### src/rtl/btn_pkg.sv
// Shared definitions for the push-button reader.
// Holds FSM encodings, default parameters and a width helper.
package btn_pkg;

    localparam int TICK_DIV_DEF   = 12000;
    localparam int DB_TICKS_DEF   = 20;
    localparam int LONG_TICKS_DEF = 1000;
    localparam int NUM_BTN        = 4;

    typedef enum logic [1:0] {
        IDLE    = 2'd0,
        PRESSED = 2'd1,
        HELD    = 2'd2
    } btn_state_t;

    // Counter width able to hold 0..n-1, never narrower than 1 bit.
    function automatic int cnt_w(input int n);
        return (n < 2) ? 1 : $clog2(n);
    endfunction

endpackage

### src/rtl/btn_chan.sv
// One button channel: synchronizer, tick-based debounce and
// press/short/long classification FSM.
module btn_chan
    import btn_pkg::*;
#(
    parameter int DB_TICKS   = DB_TICKS_DEF,
    parameter int LONG_TICKS = LONG_TICKS_DEF
) (
    input  logic CLK,
    input  logic RST,
    input  logic tick,
    input  logic btn,
    output logic level,
    output logic press,
    output logic short_pulse,
    output logic long_pulse
);

    localparam int DW = cnt_w(DB_TICKS + 1);
    localparam int HW = cnt_w(LONG_TICKS + 1);
    localparam logic [DW-1:0] DB_LAST = DW'(DB_TICKS - 1);
    localparam logic [HW-1:0] HL_LAST = HW'(LONG_TICKS - 1);

    logic          s1;
    logic          s2;
    logic [DW-1:0] db_cnt;
    logic          flip;
    logic          rise;
    logic          fall;

    btn_state_t    state;
    btn_state_t    state_nxt;
    logic [HW-1:0] hold;
    logic [HW-1:0] hold_nxt;
    logic          press_nxt;
    logic          short_nxt;
    logic          long_nxt;

    // Level changes on the tick the disagreement run hits DB_TICKS.
    assign flip = tick && (s2 != level) && (db_cnt == DB_LAST);
    assign rise = flip && !level;
    assign fall = flip && level;

    // Two-flop synchronizer for the asynchronous button input.
    always_ff @(posedge CLK) begin
        if (RST) begin
            s1 <= 1'b0;
            s2 <= 1'b0;
        end else begin
            s1 <= btn;
            s2 <= s1;
        end
    end

    // Count consecutive disagreeing ticks; flip level when enough.
    always_ff @(posedge CLK) begin
        if (RST) begin
            db_cnt <= '0;
            level  <= 1'b0;
        end else if (tick) begin
            if (s2 == level) begin
                db_cnt <= '0;
            end else if (flip) begin
                db_cnt <= '0;
                level  <= ~level;
            end else begin
                db_cnt <= db_cnt + 1'b1;
            end
        end
    end

    // Press classification state and registered pulse outputs.
    always_ff @(posedge CLK) begin
        if (RST) begin
            state       <= IDLE;
            hold        <= '0;
            press       <= 1'b0;
            short_pulse <= 1'b0;
            long_pulse  <= 1'b0;
        end else begin
            state       <= state_nxt;
            hold        <= hold_nxt;
            press       <= press_nxt;
            short_pulse <= short_nxt;
            long_pulse  <= long_nxt;
        end
    end

    // Next state; a release wins over reaching the long threshold.
    always_comb begin
        state_nxt = state;
        hold_nxt  = hold;
        press_nxt = 1'b0;
        short_nxt = 1'b0;
        long_nxt  = 1'b0;
        unique case (state)
            IDLE: begin
                if (rise) begin
                    state_nxt = PRESSED;
                    press_nxt = 1'b1;
                    hold_nxt  = '0;
                end
            end
            PRESSED: begin
                if (fall) begin
                    state_nxt = IDLE;
                    short_nxt = 1'b1;
                end else if (tick) begin
                    hold_nxt = hold + 1'b1;
                    if (hold == HL_LAST) begin
                        state_nxt = HELD;
                        long_nxt  = 1'b1;
                    end
                end
            end
            HELD: begin
                if (fall) begin
                    state_nxt = IDLE;
                end
            end
            default: begin
                state_nxt = IDLE;
            end
        endcase
    end

endmodule

### src/rtl/btn_reader.sv
// Four-button reader: shared debounce tick prescaler feeding
// four independent button channels.
module btn_reader
    import btn_pkg::*;
#(
    parameter int TICK_DIV   = TICK_DIV_DEF,
    parameter int DB_TICKS   = DB_TICKS_DEF,
    parameter int LONG_TICKS = LONG_TICKS_DEF
) (
    input  logic                CLK,
    input  logic                RST,
    input  logic [NUM_BTN-1:0]  BTN,
    output logic [NUM_BTN-1:0]  BTN_LEVEL,
    output logic [NUM_BTN-1:0]  PRESS,
    output logic [NUM_BTN-1:0]  SHORT,
    output logic [NUM_BTN-1:0]  LONG
);

    localparam int PW = cnt_w(TICK_DIV);
    localparam logic [PW-1:0] P_LAST = PW'(TICK_DIV - 1);

    logic [PW-1:0] presc;
    logic          tick;

    assign tick = (presc == P_LAST);

    // Free-running prescaler; tick marks its last count.
    always_ff @(posedge CLK) begin
        if (RST) begin
            presc <= '0;
        end else if (tick) begin
            presc <= '0;
        end else begin
            presc <= presc + 1'b1;
        end
    end

    for (genvar i = 0; i < NUM_BTN; i++) begin : g_chan
        btn_chan #(
            .DB_TICKS   (DB_TICKS),
            .LONG_TICKS (LONG_TICKS)
        ) u_chan (
            .CLK         (CLK),
            .RST         (RST),
            .tick        (tick),
            .btn         (BTN[i]),
            .level       (BTN_LEVEL[i]),
            .press       (PRESS[i]),
            .short_pulse (SHORT[i]),
            .long_pulse  (LONG[i])
        );
    end

endmodule

### config.mk
export PLATFORM = sky130hd
export DESIGN_NAME = btn_reader
export DESIGN_NICKNAME = d
export VERILOG_FILES = /design/src/rtl/btn_pkg.sv /design/src/rtl/btn_chan.sv /design/src/rtl/btn_reader.sv
export SDC_FILE = /design/constraint.sdc
export NUM_CORES = 1
export LEC_CHECK = 0
export ABC_AREA = 1
export CORE_MARGIN = 3
export CORE_UTILIZATION = 62
export CTS_CLUSTER_SIZE = 28
export DETAILED_ROUTE_END_ITERATION = 12
export GPL_TIMING_DRIVEN = 0
export PLACE_DENSITY = 0.92
export SETUP_SLACK_MARGIN = 0.05
export SYNTH_ARGS = -nofsm -noshare
export SYNTH_HDL_FRONTEND = slang
export SYNTH_SLANG_ARGS = --single-unit
export TNS_END_PERCENT = 20
### constraint.sdc
create_clock -name CLK -period 3 [get_ports CLK]
set_input_delay 0.6 -clock CLK [delete_from_list [all_inputs] [get_ports CLK]]
set_output_delay 0.6 -clock CLK [all_outputs]
set_load 0.01 [all_outputs]
==> summary.txt <==
Global routing
  • Initial antenna violation count: 0
  • Global Route Usage Sum: 0.254
  • Vias in the first global route: 4991
  • Largest net degree at the start of global routing: 18
  • GRT overflow: 0
  • First-pass GRT wire length: ~22 mm

Floorplan
  • Die Y-Extent: 102 µm
  • Total die area: 10300 µm²
  • Die width: 102 µm
  • Num ports: 22
  • Initial Util: 0.644
  • Row count: 34
  • Core Area: 8810 µm²

Synth
  • Syn avg cell area: ~7 µm²
  • Cells after Synth: 809
  • Post-synthesis cell area: 5670 µm²
  • Synthesized Nets: 824
  • Synth Register Bits: ~110
  • Netlist cell types: 41
  • Synthesis warning total: 0
  • Register area share after synthesis: 0.374

Power and ir drop
  • Final Power: 2.59 mW
  • P per Cell Area: 415 nW/µm²
  • Static leakage: 2.41 nW
  • Worst VDD drop: 0.544 mV

Final layout
  • Most frequent cells in the layout: 172 x nand2_1, 106 x dfxtp_1, 101 x inv_1, 94 x nor2_1, 57 x a21oi_1
  • Fillcell total: ~690
  • Nets@finish: 855
  • Area delta synth->final: 9.90%
  • Fin area: about 6200 µm²
  • N_diodes: 0
  • Area of the multi-input gates: 2950 µm²
  • Reg area: 2120 µm²
  • Layout cell share with drive strength beyond 1: 0.0935
  • Commonest non-fill, non-tap cell in the layout: nand2_1

Hold path
  • Hold endpoint: g_chan[3].u_chan.s2
  • Hold Path Cell Cnt: 2
  • Worst hold path type: flip-flop to flip-flop
  • Min-delay src: g_chan[3].u_chan.s1

Critical path
  • Crit path largest cell delay: between 0.5 and 0.6 ns
  • Slowest CP cell: dfxtp_1
  • WP buf/inv: 2
  • CP endpoint kind: output port
  • Largest delay contributor family on the critical path: buffers and inverters
  • Startpoint Class: flip-flop
  • R2R depth: 8
  • RR Startpoint: presc[0]
  • CP Class: flip-flop to output port
  • Critical-path cell list: buf_4 > clkdlybuf4s50_1
  • R2R setup slack: 0.85 ns
  • Arrival time worst endpoint: 1.59 ns
  • Reg2reg end: g_chan[1].u_chan.hold[3]
  • WP data required: 2.40 ns
  • Crit Path Max Fanout: 7

CTS
  • H-tree levels: 3
  • Clk slew on worst S/H paths: 0.10 ns
  • Clock Sinks: between 100 and 150
  • Clk root buf: clkbuf_8
  • CTS tree: done
  • Cts repair resizes: 0
  • Worst-Skew Late Latency: approximately 0.37 ns
  • # hold bufs at CTS: 0
  • CTS max path bufs: 2
  • Cts bufs inserted: 9
  • Setup bufs post-CTS: 0

Place
  • Post-DP HPWL: 9.26 mm
  • Setup slack at placement: 0.807 ns
  • DP Area: 6010 µm²
  • Buffers on Ports: 20
  • Gpl congestion: 0.916

Job
  • Max cap viols: 0

Routing
  • DRC marker count from the first detailed-route iteration: 283
  • Via count: 5360
  • WL/cell: 13.3 µm
  • Remaining antenna violation count: 0
  • Detailed Routing Iterations Pass 1: 5
  • WL final: ~13 mm
  • Drt via density: 5.62
  • DR DRC count: 0

Timing
  • Slew margin rel.: 0.623
  • Final worst path period need: 2.19 ns
  • Setup violators final: 0
  • Unrepaired setup endpoints after global routing: no
  • Clock Skew: between 0.01 and 0.015 ns
  • Final Slew Violations: 0
  • Peak Freq: approximately 460 MHz
  • Setup TNS: 0 ns
  • Hold Vio Cnt, Final: 0
  • Fin crit share: 0.729
  • Slew of the pin with the lowest slew margin: approximately 0.57 ns
  • Worst Slack Setup Final: 0.813 ns

Outcome
  • Outcome: finished clean
## worst reg2reg max path, delay by kind of cell (launching register included)
kind | cells | cell delay [ns]
AO/OA/AOI/OAI | 2 | 0.50
adder cells (fa/ha/maj) | 1 | 0.22
flip-flops | 1 | 0.37
AND/OR/NAND/NOR | 5 | 0.92
## through the flow
step	utilization	hold slack, ns	cells
finish	0.708	0.410	953
global route	0.708	0.428	953
CTS	0.708	0.414	953
detailed placement	0.682	0.401	937
global placement	0.682	0.390	937
floorplan	-	0.388	809
## report_power, final
| part | switching, mW | total (mW) | internal, mW |
|---|---|---|---|
| clock network | 0.489 | 0.983 | 0.494 |
| logic | 0.126 | 0.169 | 0.0431 |
| registers | 0.0154 | 1.44 | 1.42 |
## synthesized netlist by cell type (all sizes together)
| master | number | area, µm² |
|---|---|---|
| xnor2 | 4 | 35.0 |
| nor4 | 3 | 18.8 |
| o22ai | 5 | 31.3 |
| inv | 105 | 394 |
| o21a | 1 | 7.51 |
| or2 | 3 | 18.8 |
| nor2 | 101 | 420 |
| o21ai | 33 | 165 |
| nand3 | 64 | 375 |
| buf | 24 | 179 |
| clkinv | 3 | 11.3 |
| clkbuf | 5 | 18.8 |
| o21bai | 2 | 15.0 |
| xor2 | 17 | 156 |
| nand4 | 51 | 368 |
| nor3 | 22 | 120 |
| nor3b | 8 | 60.1 |
| a21oi | 61 | 328 |
| a211oi | 1 | 7.51 |
| nand3b | 2 | 15.0 |
| nand2 | 179 | 694 |
| dfxtp | 106 | 2120 |
| ha | 9 | 113 |
## layer usage
layer / wire [µm] / track usage / part of all wire / vias to the layer above
met2: 6460 / 0.454 / 0.51 / 164
met3: 647 / 0.0413 / 0.051 / 21
met5: 0 / 0 / 0 / -
met1: 5360 / 0.305 / 0.42 / 2474
li1: - / - / - / 2701
met4: 235 / 0.0971 / 0.019 / 0
## cell type report
class	instances	share of cell area
Buffer	29	0.0317
Clock inverter	6	0.0142
Inverter	108	0.0650
Clock buffer	10	0.0221
Tap cell	108	0.0217
Sequential cell	106	0.340
Timing Repair Buffer	20	0.0321
Multi-Input combinational cell	566	0.473
## sequential cells by signal (all words and copies together), names as in the netlist
signal and cells:
g_chan.u_chan.s1 4, g_chan.u_chan.db_cnt 20, g_chan.u_chan.level 4, g_chan.u_chan.press 4, g_chan.u_chan.long_pulse 4, g_chan.u_chan.state 8, g_chan.u_chan.s2 4, g_chan.u_chan.hold 40
presc 14, g_chan.u_chan.short_pulse 4
## cell families after synthesis
kind of cell,synth area share
adder cells (fa/ha/maj),0.0198
AO/OA/AOI/OAI,0.0977
AND/OR/NAND/NOR,0.368
XOR/XNOR,0.0337
buffers and inverters,0.106
flip-flops,0.374
## worst max path at each step
stage	end	slack [ns]	from	cells past startpoint
floorplan	g_chan[0].u_chan.hold[8]	1.28	g_chan[0].u_chan.db_cnt[0]	10
detailed placement	g_chan[1].u_chan.db_cnt[0]	0.81	RST	7
global route	g_chan[1].u_chan.hold[9]	0.68	presc[0]	8
finish	BTN_LEVEL[0]	0.81	g_chan[0].u_chan.level	2
global placement	g_chan[0].u_chan.db_cnt[2]	0.85	RST	7
CTS	BTN_LEVEL[0]	0.80	g_chan[0].u_chan.level	2
(Power assumes the default switching activity.)
